`src/rtl/cpu_clock_control.sv`:
```
`timescale 1ns/1ps
// CPU advance-enable generator: periodic cpu_en in run mode, one cpu_en per debounced
// step press in manual mode, plus a running count of issued enables.
module cpu_clock_control #(
   parameter int RUN_DIV         = 50,
   parameter int DEBOUNCE_CYCLES = 1000000,
   parameter int COUNT_W         = 16
) (
   input  logic               clk,
   input  logic               reset,
   input  logic               manual_mode,
   input  logic               step_btn,
   output logic               cpu_en,
   output logic               mode_led,
   output logic               step_led,
   output logic [COUNT_W-1:0] step_count
);

   localparam int DB_W  = $clog2(DEBOUNCE_CYCLES + 1);
   localparam int DIV_W = $clog2(RUN_DIV);
   localparam logic [DB_W-1:0]  DB_LAST  = DB_W'(DEBOUNCE_CYCLES - 1);
   localparam logic [DIV_W-1:0] DIV_LAST = DIV_W'(RUN_DIV - 1);

   typedef enum logic [1:0] {
      RUN      = 2'd0,
      MAN_IDLE = 2'd1,
      MAN_HELD = 2'd2
   } state_t;

   logic [1:0] raw_in;
   logic [1:0] db_vec;

   // Bit 0 = mode switch, bit 1 = step button; both take the same sync + debounce path.
   assign raw_in = {step_btn, manual_mode};

   generate
      for (genvar gi = 0; gi < 2; gi++) begin : g_debounce
         logic            sync1_reg;
         logic            sync2_reg;
         logic            stable_reg;
         logic [DB_W-1:0] cnt_reg;

         always_ff @(posedge clk) begin
            if (reset) begin
               sync1_reg  <= 1'b0;
               sync2_reg  <= 1'b0;
               stable_reg <= 1'b0;
               cnt_reg    <= '0;
            end else begin
               sync1_reg <= raw_in[gi];
               sync2_reg <= sync1_reg;
               if (sync2_reg == stable_reg) begin
                  cnt_reg <= '0;
               end else if (cnt_reg == DB_LAST) begin
                  stable_reg <= ~stable_reg;
                  cnt_reg    <= '0;
               end else begin
                  cnt_reg <= cnt_reg + DB_W'(1);
               end
            end
         end

         assign db_vec[gi] = stable_reg;
      end
   endgenerate

   logic mode_db;
   logic step_db;
   logic step_prev_reg;
   logic step_rise;

   assign mode_db   = db_vec[0];
   assign step_db   = db_vec[1];
   // Edge-detected so a button already held when manual mode is entered does not step.
   assign step_rise = step_db & ~step_prev_reg;

   state_t             state_reg, state_next;
   logic [DIV_W-1:0]   div_reg, div_next;
   logic               cpu_en_reg, cpu_en_next;
   logic [COUNT_W-1:0] count_reg;

   always_comb begin
      state_next  = state_reg;
      div_next    = '0;
      cpu_en_next = 1'b0;
      case (state_reg)
         RUN: begin
            if (mode_db) begin
               state_next = MAN_IDLE;
            end else begin
               cpu_en_next = (div_reg == DIV_LAST);
               div_next    = (div_reg == DIV_LAST) ? '0 : div_reg + DIV_W'(1);
            end
         end
         MAN_IDLE: begin
            if (!mode_db) begin
               state_next = RUN;
            end else if (step_rise) begin
               state_next  = MAN_HELD;
               cpu_en_next = 1'b1;
            end
         end
         MAN_HELD: begin
            // Leaving manual mode wins over a simultaneous release.
            if (!mode_db) begin
               state_next = RUN;
            end else if (!step_db) begin
               state_next = MAN_IDLE;
            end
         end
         default: state_next = RUN;
      endcase
   end

   always_ff @(posedge clk) begin
      if (reset) begin
         state_reg     <= RUN;
         div_reg       <= '0;
         cpu_en_reg    <= 1'b0;
         count_reg     <= '0;
         step_prev_reg <= 1'b0;
      end else begin
         state_reg     <= state_next;
         div_reg       <= div_next;
         cpu_en_reg    <= cpu_en_next;
         count_reg     <= count_reg + COUNT_W'(cpu_en_reg);
         step_prev_reg <= step_db;
      end
   end

   assign cpu_en     = cpu_en_reg;
   assign mode_led   = mode_db;
   assign step_led   = step_db;
   assign step_count = count_reg;

endmodule

```
`config.mk`:
```
export PLATFORM = sky130hd
export DESIGN_NAME = cpu_clock_control
export DESIGN_NICKNAME = d
export VERILOG_FILES = /design/src/rtl/cpu_clock_control.sv
export SDC_FILE = /design/constraint.sdc
export NUM_CORES = 1
export LEC_CHECK = 0
export BUFFER_PORTS_ARGS = -buffer_cell sky130_fd_sc_hd__clkbuf_2
export CAP_MARGIN = 40
export CORE_MARGIN = 3
export CORE_UTILIZATION = 45
export CTS_CLUSTER_DIAMETER = 80
export DETAILED_ROUTE_END_ITERATION = 8
export GPL_TIMING_DRIVEN = 1
export PLACE_DENSITY = 0.63
export SKIP_LAST_GASP = 1
export SYNTH_ARGS = -nofsm -noshare
export SYNTH_HDL_FRONTEND = slang
export SYNTH_SLANG_ARGS = --single-unit
```
`constraint.sdc`:
```
create_clock -name clk -period 2.7 [get_ports clk]
set_clock_uncertainty 0.1 [all_clocks]
set_input_delay 0.135 -clock clk [delete_from_list [all_inputs] [get_ports clk]]
set_output_delay 0.135 -clock clk [all_outputs]
set_load 0.02 [all_outputs]
```
==> results of run 1 <==
kinds of logic after synthesis:
logic type	synth area share (%)
compound gates	8.65
xor+xnor	10.5
fa+ha+maj	2.43
mux	0.323
buf+inv	2.38
flops	46.6
simple gates	29.2
layout make-up:
type                            count  area (sq um)
Clock buffer                        9           124
Sequential cell                    72          1440
Multi-Input combinational cell    259          1580
Timing Repair Buffer               31           190
Inverter                            9          33.8
Clock inverter                      7           120
Tap cell                           77          96.3
Fill cell                         609          2910
layout by cell type (no fill, tap or decap), types with 4 or more instances in the layout:
| cell | instances |
|---|---|
| sky130_fd_sc_hd__a21oi_1 | 21 |
| sky130_fd_sc_hd__and3_1 | 8 |
| sky130_fd_sc_hd__and4_1 | 4 |
| sky130_fd_sc_hd__buf_4 | 4 |
| sky130_fd_sc_hd__clkbuf_2 | 22 |
| sky130_fd_sc_hd__clkbuf_8 | 9 |
| sky130_fd_sc_hd__dfxtp_1 | 72 |
| sky130_fd_sc_hd__dlygate4sd3_1 | 5 |
| sky130_fd_sc_hd__ha_1 | 6 |
| sky130_fd_sc_hd__inv_1 | 9 |
| sky130_fd_sc_hd__nand2_1 | 22 |
| sky130_fd_sc_hd__nand3_1 | 22 |
| sky130_fd_sc_hd__nand4_1 | 13 |
| sky130_fd_sc_hd__nor2_1 | 43 |
| sky130_fd_sc_hd__nor2b_1 | 7 |
| sky130_fd_sc_hd__nor3_1 | 6 |
| sky130_fd_sc_hd__nor4_1 | 9 |
| sky130_fd_sc_hd__o21ai_0 | 14 |
| sky130_fd_sc_hd__o31ai_1 | 7 |
| sky130_fd_sc_hd__or3_1 | 11 |
| sky130_fd_sc_hd__or4_1 | 8 |
| sky130_fd_sc_hd__xnor2_1 | 19 |
| sky130_fd_sc_hd__xor2_1 | 18 |
power groups by stage:
stage | Combinational (mW) | Sequential (mW) | Clock [mW]
2_1_floorplan | 0.0217 | 1.10 | 0
3_3_place_gp | 0.0305 | 1.10 | 0
3_5_place_dp | 0.0311 | 1.10 | 0
4_1_cts | 0.0367 | 1.07 | 1.05
5_1_grt | 0.0417 | 1.08 | 1.09
6_report | 0.0357 | 1.07 | 1.02
stage by stage:
step / total power [mW] / setup WS (ns) / util, % / hold slack [ns] / instance area, sq um
floorplan: 1.12 / 0.741 / - / 0.163 / 3100
global placement: 1.13 / 0.667 / 50.7 / 0.260 / 3290
detailed placement: 1.13 / 0.628 / 50.7 / 0.254 / 3290
CTS: 2.17 / 0.614 / 55.2 / 0.349 / 3590
global route: 2.21 / 0.450 / 55.2 / 0.364 / 3590
finish: 2.13 / 0.593 / 55.2 / 0.344 / 3590
routing by layer:
| layer | GRT usage [%] | up-vias |
|---|---|---|
| met5 | 0 | - |
| met4 | 8.53 | 0 |
| met3 | 2.76 | 10 |
| met2 | 25.2 | 38 |
| met1 | 19.8 | 1125 |
| li1 | - | 1306 |
worst max-delay path: stages (launching register included):
cell and delay (ns):
sky130_fd_sc_hd__dfxtp_1 0.45, sky130_fd_sc_hd__nand4_1 0.14, sky130_fd_sc_hd__or4_1 0.66, sky130_fd_sc_hd__or4b_1 0.54
sky130_fd_sc_hd__a21oi_1 0.15
what timing repair did:
| item | CTS | global route |
|---|---|---|
| gates resized for setup | 0 | 0 |
| hold endpoints to repair | 6 | 0 |
| hold buffers | 5 | 0 |
worst paths after layout:
path	start	endpoint	cells past startpoint
min reg2reg	g_debounce[0].sync1_reg	g_debounce[0].sync2_reg	1
min	g_debounce[0].sync1_reg	g_debounce[0].sync2_reg	1
max	g_debounce[1].cnt_reg[8]	g_debounce[1].cnt_reg[17]	4
max reg2reg	g_debounce[1].cnt_reg[8]	g_debounce[1].cnt_reg[17]	4
==> reports/summary.json, run 1 <==
{
  "area.growth.synth_to_final": {"value": 15.8, "unit": "%"},
  "cts_buffers": {"value": 9},
  "min_path_type": {"value": "reg -> reg"},
  "main_synth_ff_type": {"value": "sky130_fd_sc_hd__dfxtp_1"},
  "tritoncts_clock_tree": {"value": "done"},
  "drc": {"value": 0},
  "synth_async_sr_flop_share": {"value": 0, "unit": "%"},
  "fin_tns_setup": {"value": 0, "unit": "ns"},
  "clock_sinks": {"value": 72},
  "placed_instances": {"value": 443},
  "routed_wirelength": {"value": 5570, "unit": "um"},
  "worst-endpoint-arrival": {"value": 2.28, "unit": "ns"},
  "synth.net_count": {"value": 359},
  "synth_top_cells_by_count": {"value": "sky130_fd_sc_hd__dfxtp_1 (72), sky130_fd_sc_hd__nor2_1 (43), sky130_fd_sc_hd__nand2_1 (22), sky130_fd_sc_hd__nand3_1 (22), sky130_fd_sc_hd__a21oi_1 (21)"},
  "antenna_violating_nets_post_route": {"value": 0},
  "route.detailed.vias_per_inst": {"value": 5.34},
  "unrepaired_setup_endpoints_after_global_routing": {"value": "no"},
  "grt_max_degree": {"value": 21},
  "start_util": {"value": 47.7, "unit": "%"},
  "diodes": {"value": 0},
  "routed_wire_length_per_instance": {"value": 12.0, "unit": "um"},
  "route.met2.wl": {"value": 2540, "unit": "um"},
  "routedLengthMet1": {"value": 2750, "unit": "um"},
  "seq_power_share": {"value": 50.4, "unit": "%"},
  "topRoutingLayerUsed": {"value": "met4"},
  "timing_max_transition_violations_final": {"value": 0},
  "fp.dieW": {"value": 88.9, "unit": "um"},
  "post-cts-setup-buffers": {"value": 0},
  "fmax": {"value": 475, "unit": "MHz"},
  "timing.reg2reg.setup_slack": {"value": 0.59, "unit": "ns"},
  "part_of_the_yosys_area_used_for_sequential_elements": {"value": 46.6, "unit": "%"},
  "grt_overflow": {"value": 0},
  "combinationalPowerShare": {"value": 1.7, "unit": "%"},
  "startpoint_type": {"value": "register"},
  "netlist_instances": {"value": 349},
  "layout-drive-gt1-share": {"value": 11.1, "unit": "%"},
  "critical_path_required": {"value": 2.87, "unit": "ns"},
  "place.port_buffers": {"value": 22},
  "gp_routability_congestion": {"value": 0.819},
  "nNetsFinal": {"value": 392},
  "first_iter_violations": {"value": 79},
  "clock_power_share": {"value": 47.9, "unit": "%"},
  "postSynthAreaPerCell": {"value": 8.87, "unit": "sq um"},
  "cts-htree-levels": {"value": 3},
  "worst-setup-path-type": {"value": "reg -> reg"},
  "setup_viol": {"value": 0},
  "core_region_area": {"value": 6490, "unit": "sq um"},
  "ir_drop": {"value": 0.000299, "unit": "V"},
  "worst_skew_pair.late_latency": {"value": 0.34, "unit": "ns"},
  "worstSetupEndpointType": {"value": "register"},
  "path_clk_slew": {"value": 0.07, "unit": "ns"},
  "cell_leakage_power": {"value": 1.21, "unit": "nW"},
  "finalHoldViolations": {"value": 0},
  "drtPass1Iterations": {"value": 5},
  "worst_slew_pin_slew": {"value": 0.586, "unit": "ns"},
  "synth.lib_cells_used.distinct": {"value": 38},
  "status": {"value": "finished, final reports clean"},
  "routed-wl-met3": {"value": 175, "unit": "um"},
  "power-per-cell-area": {"value": 594, "unit": "nW/um^2"},
  "initial_antenna_violation_count": {"value": 0},
  "max_cap_violations": {"value": 0},
  "via_count": {"value": 2479},
  "first_global_vias": {"value": 2199},
  "final_cell_count_no_fill": {"value": 464},
  "yosys.area.top_type": {"value": "sky130_fd_sc_hd__dfxtp_1"},
  "internal_power": {"value": 1.70, "unit": "mW"},
  "cell_at_the_root_of_the_clock_tree": {"value": "sky130_fd_sc_hd__clkbuf_8"},
  "max-clock-path-buffers": {"value": 2},
  "rows": {"value": 29},
  "switching_power": {"value": 0.430, "unit": "mW"},
  "fp.dieH": {"value": 88.9, "unit": "um"},
  "dp.final_hpwl": {"value": 3890, "unit": "um"},
  "synth_most_common_cell": {"value": "sky130_fd_sc_hd__dfxtp_1"},
  "grtUsageTotal": {"value": 15.6, "unit": "%"},
  "largest_register_ffs": {"value": 40},
  "crit_fanout": {"value": 8},
  "synth_enable_flop_cells": {"value": 0},
  "postSynthRegisterBits": {"value": 72},
  "min_period": {"value": 2.11, "unit": "ns"},
  "grt_first_pass_wirelength": {"value": 9670, "unit": "um"},
  "area_of_the_die": {"value": 7910, "unit": "sq um"},
  "fin_crit_sh": {"value": 78.0, "unit": "%"},
  "yosysTopAreaCellShare": {"value": 46.6, "unit": "%"},
  "switching_share": {"value": 20.2, "unit": "%"},
  "ports_placed_on_the_boundary": {"value": 23},
  "yosysWarningCount": {"value": 0},
  "cells_taking_the_most_area_after_synthesis": {"value": "sky130_fd_sc_hd__dfxtp_1 (47%), sky130_fd_sc_hd__xnor2_1 (5.4%), sky130_fd_sc_hd__nor2_1 (5.2%)"},
  "relSlewSlack": {"value": 60.6, "unit": "%"},
  "post_synth_instance_area": {"value": 3100, "unit": "sq um"}
}
No activity file was read; power rests on OpenSTA's default activity.
==> run 2: changes to the inputs <==
Settings changed: PLACE_DENSITY 0.63 to 0.65.
Clock period 2.7 ns to 1.9 ns, I/O delays scaled along.
==> run 2 against run 1 <==
  * Die area is the same
  * Non-clock buffer count grew 18
  * Power grew 44%
  * First-iteration DRC count grew 13%
  * Wire length grew 10%
  * Worst setup slack lost 0.52 ns
  * Global-route usage grew 1.6 points
==> reports/summary.json, run 2 (synthesized netlist as in run 1, its figures left out) <==
{
  "status": {"value": "finished, final reports clean"},
  "worst-endpoint-arrival": {"value": 2.00, "unit": "ns"},
  "first_global_vias": {"value": 2430},
  "min_path_type": {"value": "in -> reg"},
  "fp.dieW": {"value": 88.9, "unit": "um"},
  "clock_sinks": {"value": 72},
  "largest_register_ffs": {"value": 40},
  "max-clock-path-buffers": {"value": 2},
  "power-per-cell-area": {"value": 823, "unit": "nW/um^2"},
  "unrepaired_setup_endpoints_after_global_routing": {"value": "yes"},
  "worst_skew_pair.late_latency": {"value": 0.34, "unit": "ns"},
  "grt_overflow": {"value": 0},
  "ir_drop": {"value": 0.000550, "unit": "V"},
  "fin_crit_sh": {"value": 96.2, "unit": "%"},
  "place.port_buffers": {"value": 22},
  "routed_wire_length_per_instance": {"value": 12.7, "unit": "um"},
  "core_region_area": {"value": 6490, "unit": "sq um"},
  "layout-drive-gt1-share": {"value": 17.3, "unit": "%"},
  "diodes": {"value": 0},
  "cell_at_the_root_of_the_clock_tree": {"value": "sky130_fd_sc_hd__clkbuf_8"},
  "grt_max_degree": {"value": 19},
  "via_count": {"value": 2592},
  "route.detailed.vias_per_inst": {"value": 5.38},
  "min_period": {"value": 1.83, "unit": "ns"},
  "finalHoldViolations": {"value": 0},
  "initial_antenna_violation_count": {"value": 0},
  "slowest_stage": {"value": "sky130_fd_sc_hd__or4_4"},
  "slowest_cell_delay_on_critical_path": {"value": 0.58, "unit": "ns"},
  "start_util": {"value": 47.7, "unit": "%"},
  "fp.dieH": {"value": 88.9, "unit": "um"},
  "timing_max_transition_violations_final": {"value": 0},
  "tritoncts_clock_tree": {"value": "done"},
  "worst-setup-path-type": {"value": "reg -> reg"},
  "setup_viol": {"value": 0},
  "nNetsFinal": {"value": 410},
  "cts-htree-levels": {"value": 3},
  "drtPass1Iterations": {"value": 4},
  "design_power_total": {"value": 3.07, "unit": "mW"},
  "crit_fanout": {"value": 8},
  "worst_hold_margin": {"value": 0.00948, "unit": "ns"},
  "final_cell_mix": {"value": "sky130_fd_sc_hd__dfxtp_1 (69), sky130_fd_sc_hd__nor2_1 (43), sky130_fd_sc_hd__buf_4 (25)"},
  "worstSetupEndpointType": {"value": "register"},
  "gp_routability_congestion": {"value": 0.826},
  "area.growth.synth_to_final": {"value": 20.7, "unit": "%"},
  "startpoint_type": {"value": "register"},
  "final_common_cell": {"value": "sky130_fd_sc_hd__dfxtp_1"},
  "relSlewSlack": {"value": 68.7, "unit": "%"},
  "worst_slew_pin_slew": {"value": 0.463, "unit": "ns"},
  "cts_buffers": {"value": 9},
  "grt_first_pass_wirelength": {"value": 10700, "unit": "um"},
  "critical_path_buf_inv_count": {"value": 0},
  "fin_tns_setup": {"value": 0, "unit": "ns"},
  "dp.final_hpwl": {"value": 4320, "unit": "um"},
  "final_util": {"value": 57.5, "unit": "%"},
  "ports_placed_on_the_boundary": {"value": 23},
  "fmax": {"value": 547, "unit": "MHz"},
  "max_cap_violations": {"value": 0},
  "antenna_violating_nets_post_route": {"value": 0},
  "rows": {"value": 29},
  "critical_path_required": {"value": 2.07, "unit": "ns"},
  "n_fill_cell": {"value": 585},
  "area_of_the_die": {"value": 7910, "unit": "sq um"},
  "cell_leakage_power": {"value": 1.31, "unit": "nW"},
  "critical_path.top_delay_family": {"value": "simple AND/OR/NAND/NOR gates"},
  "first_iter_violations": {"value": 89},
  "path_clk_slew": {"value": 0.07, "unit": "ns"},
  "drc": {"value": 0},
  "worstPathCellList": {"value": "nand2_1 > or4_4 > or4b_1 > a21oi_1"},
  "routed_wirelength": {"value": 6130, "unit": "um"},
  "grtUsageTotal": {"value": 17.3, "unit": "%"}
}
[run 2: cell count changes in the layout (fill, tap and decap cells not counted), sizes merged]
| cell | previous run | this run |
|---|---|---|
| clkbuf | 31 | 33 |
| buf | 4 | 25 |
| dlygate4sd3 | 5 | 2 |
| clkinv | 3 | 1 |
[run 2: metal layers]
metal / GRT usage [%] / up-vias / routed length (um)
met2: 28.3 / 43 / 2780
met1: 21.4 / 1192 / 3010
met5: 0 / - / 0
li1: - / 1349 / -
met3: 5.07 / 8 / 238
met4: 6.77 / 0 / 97
[run 2: final cells by class]
class / instances / area [sq um] / area share (%)
clock buffers: 11 / 151 / 4.05
clock inverters: 5 / 103 / 2.75
inverters: 9 / 33.8 / 0.904
multi-input cells: 259 / 1590 / 42.6
flip-flops and latches: 72 / 1450 / 38.7
well taps: 77 / 96.3 / 2.58
repair buffers: 49 / 318 / 8.50
[run 2: path summary, 6_finish.rpt]
kind | cells after the start | slack [ns] | startpoint | end
max | 4 | 0.07 | g_debounce[1].cnt_reg[15] | g_debounce[1].cnt_reg[17]
min reg2reg | 1 | 0.34 | g_debounce[1].sync1_reg | g_debounce[1].sync2_reg
min | 2 | 0.009 | reset | step_prev_reg
max reg2reg | 4 | 0.07 | g_debounce[1].cnt_reg[15] | g_debounce[1].cnt_reg[17]
[run 2: where the power goes]
| group | leakage (nW) | switching, mW | internal (mW) |
|---|---|---|---|
| registers | 0.583 | 0.00796 | 1.52 |
| clock network | 0.126 | 0.557 | 0.941 |
| logic | 0.602 | 0.0282 | 0.0204 |
| total | 1.31 | 0.593 | 2.48 |
[run 2: metrics by stage]
stage                     std cells  instance area (sq um)  setup slack, ns
after floorplan                 349                   3110           0.0146
after global placement          463                   3450           0.0530
after detailed placement        463                   3450        -0.000985
after CTS                       481                   3730           0.0170
after global routing            482                   3740          -0.0114
final                           482                   3740           0.0723
[run 2: repair_timing]
action | 4_1_cts | 5_1_grt
setup endpoints to repair | 1 | 5
gates resized for setup | 1 | 3
buffers inserted | 0 | 1
pin swaps | 0 | 1
hold buffers | 2 | 0
hold endpoints to repair | 2 | 0
==> run 3: changes to the inputs <==
Settings changed: ABC_AREA set to 1.
==> run 3 against run 2 <==
  * Synthesized area grew 9.9%
  * Sequential share of layout area shrank 1.3 points
  * Worst hold slack gained 0.29 ns
  * Flip-flop and latch count is the same
  * Sequential power is essentially flat
  * Combinational power grew 6.4%
  * Synthesized cell count grew 40%
  * Power shrank 5.5%
  * Design area grew 3.2%
  * Non-clock buffer count shrank 20
  * Maximum frequency grew 7.4%
  * Highest routed layer unchanged
==> reports/summary.json, run 3 <==
{
  "status": {"value": "finished, final reports clean"},
  "startpoint_type": {"value": "register"},
  "finalHoldViolations": {"value": 0},
  "area_of_the_die": {"value": 8640, "unit": "sq um"},
  "synth_most_common_cell": {"value": "sky130_fd_sc_hd__nand2_1"},
  "cell_leakage_power": {"value": 1.36, "unit": "nW"},
  "multiInputGateArea": {"value": 1690, "unit": "sq um"},
  "synth.net_count": {"value": 497},
  "initial_antenna_violation_count": {"value": 0},
  "post_cts_resized": {"value": 0},
  "cts_buffers": {"value": 9},
  "synth_async_sr_flop_share": {"value": 0, "unit": "%"},
  "place.port_buffers": {"value": 22},
  "pre_cts_slack": {"value": 0.258, "unit": "ns"},
  "layout-drive-gt1-share": {"value": 10.6, "unit": "%"},
  "relSlewSlack": {"value": 81.6, "unit": "%"},
  "fmax": {"value": 587, "unit": "MHz"},
  "postSynthAreaPerCell": {"value": 6.99, "unit": "sq um"},
  "netlist_instances": {"value": 487},
  "core_region_area": {"value": 7290, "unit": "sq um"},
  "synth_enable_flop_cells": {"value": 0},
  "main_synth_ff_type": {"value": "sky130_fd_sc_hd__dfxtp_1"},
  "min_period": {"value": 1.70, "unit": "ns"},
  "via_count": {"value": 2955},
  "largest_register_ffs": {"value": 40},
  "design_power_total": {"value": 2.91, "unit": "mW"},
  "post_synth_instance_area": {"value": 3400, "unit": "sq um"},
  "final_cell_mix": {"value": "sky130_fd_sc_hd__nand2_1 (108), sky130_fd_sc_hd__nor2_1 (107), sky130_fd_sc_hd__dfxtp_1 (72)"},
  "min_path_type": {"value": "reg -> reg"},
  "grt_overflow": {"value": 0},
  "yosysTopAreaCellShare": {"value": 42.4, "unit": "%"},
  "drc": {"value": 0},
  "antenna_violating_nets_post_route": {"value": 0},
  "ports_placed_on_the_boundary": {"value": 23},
  "part_of_the_yosys_area_used_for_sequential_elements": {"value": 42.4, "unit": "%"},
  "worst_skew_pair.late_latency": {"value": 0.34, "unit": "ns"},
  "cells_taking_the_most_area_after_synthesis": {"value": "sky130_fd_sc_hd__dfxtp_1 (42%), sky130_fd_sc_hd__nand2_1 (12%), sky130_fd_sc_hd__nor2_1 (12%)"},
  "worstSetupEndpointType": {"value": "register"},
  "seqCellArea": {"value": 1440, "unit": "sq um"},
  "power-per-cell-area": {"value": 753, "unit": "nW/um^2"},
  "path_clk_slew": {"value": 0.08, "unit": "ns"},
  "dp.final_hpwl": {"value": 4740, "unit": "um"},
  "routed_wirelength": {"value": 6430, "unit": "um"},
  "first_iter_violations": {"value": 134},
  "worst-endpoint-arrival": {"value": 1.84, "unit": "ns"},
  "rows": {"value": 31},
  "max_cap_violations": {"value": 0},
  "ir_drop": {"value": 0.000493, "unit": "V"},
  "tritoncts_clock_tree": {"value": "done"},
  "synth.lib_cells_used.distinct": {"value": 28},
  "postSynthRegisterBits": {"value": 72},
  "area.growth.synth_to_final": {"value": 13.4, "unit": "%"},
  "grtUsageTotal": {"value": 16.4, "unit": "%"},
  "cell_at_the_root_of_the_clock_tree": {"value": "sky130_fd_sc_hd__clkbuf_8"},
  "worst_slew_pin_slew": {"value": 0.274, "unit": "ns"},
  "grt_max_degree": {"value": 21},
  "start_util": {"value": 46.7, "unit": "%"},
  "worst-setup-path-type": {"value": "reg -> reg"},
  "final_common_cell": {"value": "sky130_fd_sc_hd__nand2_1"},
  "fin_crit_sh": {"value": 89.6, "unit": "%"},
  "cts-htree-levels": {"value": 3},
  "n_fill_cell": {"value": 749},
  "diodes": {"value": 0},
  "design_area": {"value": 3860, "unit": "sq um"},
  "yosysWarningCount": {"value": 0},
  "fin_tns_setup": {"value": 0, "unit": "ns"},
  "yosys.area.top_type": {"value": "sky130_fd_sc_hd__dfxtp_1"},
  "worst_hold_margin": {"value": 0.301, "unit": "ns"},
  "post_dp_cell_area": {"value": 3610, "unit": "sq um"},
  "crit_fanout": {"value": 3},
  "clock_sinks": {"value": 72},
  "setup_viol": {"value": 0},
  "drtPass1Iterations": {"value": 5},
  "max-clock-path-buffers": {"value": 2},
  "gp_routability_congestion": {"value": 0.830},
  "unrepaired_setup_endpoints_after_global_routing": {"value": "no"},
  "critical_path_required": {"value": 2.04, "unit": "ns"},
  "first_global_vias": {"value": 2758},
  "timing_max_transition_violations_final": {"value": 0},
  "fp.dieW": {"value": 93.0, "unit": "um"},
  "routed_wire_length_per_instance": {"value": 10.3, "unit": "um"},
  "synth_top_cells_by_count": {"value": "sky130_fd_sc_hd__nand2_1 (108), sky130_fd_sc_hd__nor2_1 (107), sky130_fd_sc_hd__dfxtp_1 (72)"},
  "nNetsFinal": {"value": 531},
  "route.detailed.vias_per_inst": {"value": 4.73},
  "grt_first_pass_wirelength": {"value": 11600, "unit": "um"},
  "layout_setup_ws": {"value": 0.198, "unit": "ns"},
  "fp.dieH": {"value": 93.0, "unit": "um"}
}
[run 3: cell count changes after synthesis, sizes merged, moves of 8 or more]
| cell | previous run | this run |
|---|---|---|
| or2 | 0 | 9 |
| nor2 | 43 | 111 |
| xnor2 | 19 | 7 |
| inv | 9 | 57 |
| nand2 | 22 | 109 |
| nand4 | 13 | 4 |
| or3 | 11 | 0 |
| nor4 | 9 | 0 |
| nand3 | 22 | 34 |
| and3 | 8 | 0 |
| or4 | 8 | 0 |
[run 3: where the power goes]
part	switching (mW)	internal [mW]	leakage, nW	total, mW
combinational	0.0320	0.0197	0.672	0.0516
sequential	0.00760	1.52	0.581	1.53
clock	0.581	0.746	0.107	1.33
[run 3: what timing repair did]
action                                 4_1_cts  5_1_grt
hold buffers                                 3        0
endpoints found under the hold margin        8        0
setup buffers                                0        0
[run 3: kinds of logic after synthesis]
group / synth area share [%]
simple gates: 35.7
fa+ha+maj: 2.21
flops: 42.4
buf+inv: 8.05
compound gates: 6.51
xor+xnor: 5.15
[run 3: metal layers]
layer | up-vias | share of wire (%) | GRT usage, %
met1 | 1322 | 50 | 20.9
met5 | - | 0 | 0
li1 | 1588 | - | -
met4 | 0 | 1.3 | 5.13
met3 | 6 | 3.2 | 4.39
met2 | 39 | 45 | 26.9
[run 3: final timing paths]
check	start	endpoint	slack, ns	cells past startpoint
min	g_debounce[0].sync1_reg	g_debounce[0].sync2_reg	0.30	2
max reg2reg	cpu_en	step_count[12]	0.20	9
min reg2reg	g_debounce[0].sync1_reg	g_debounce[0].sync2_reg	0.30	2
max	cpu_en	step_count[12]	0.20	9
[run 3: worst max-delay path, stage by stage (launching register included)]
cell and delay (ns):
sky130_fd_sc_hd__dfxtp_1 0.35, sky130_fd_sc_hd__ha_1 0.18, sky130_fd_sc_hd__ha_1 0.16, sky130_fd_sc_hd__nand2_1 0.05, sky130_fd_sc_hd__inv_1 0.09, sky130_fd_sc_hd__nand3_1 0.12, sky130_fd_sc_hd__nor2_1 0.22, sky130_fd_sc_hd__nand2_1 0.12
sky130_fd_sc_hd__o21ai_0 0.16, sky130_fd_sc_hd__nor2_1 0.05
[run 3: through the flow]
step,util [%],cells
2_1_floorplan,-,487
4_1_cts,52.9,625
3_3_place_gp,49.5,606
5_1_grt,52.9,625
3_5_place_dp,49.5,606
6_report,52.9,625
[run 3: cell type report]
type	instances	share of cell area (%)
clock buffers	10	3.31
clock inverters	6	2.43
inverters	57	5.55
multi-input cells	352	43.7
flip-flops and latches	72	37.4
well taps	99	3.21
repair buffers	29	4.41
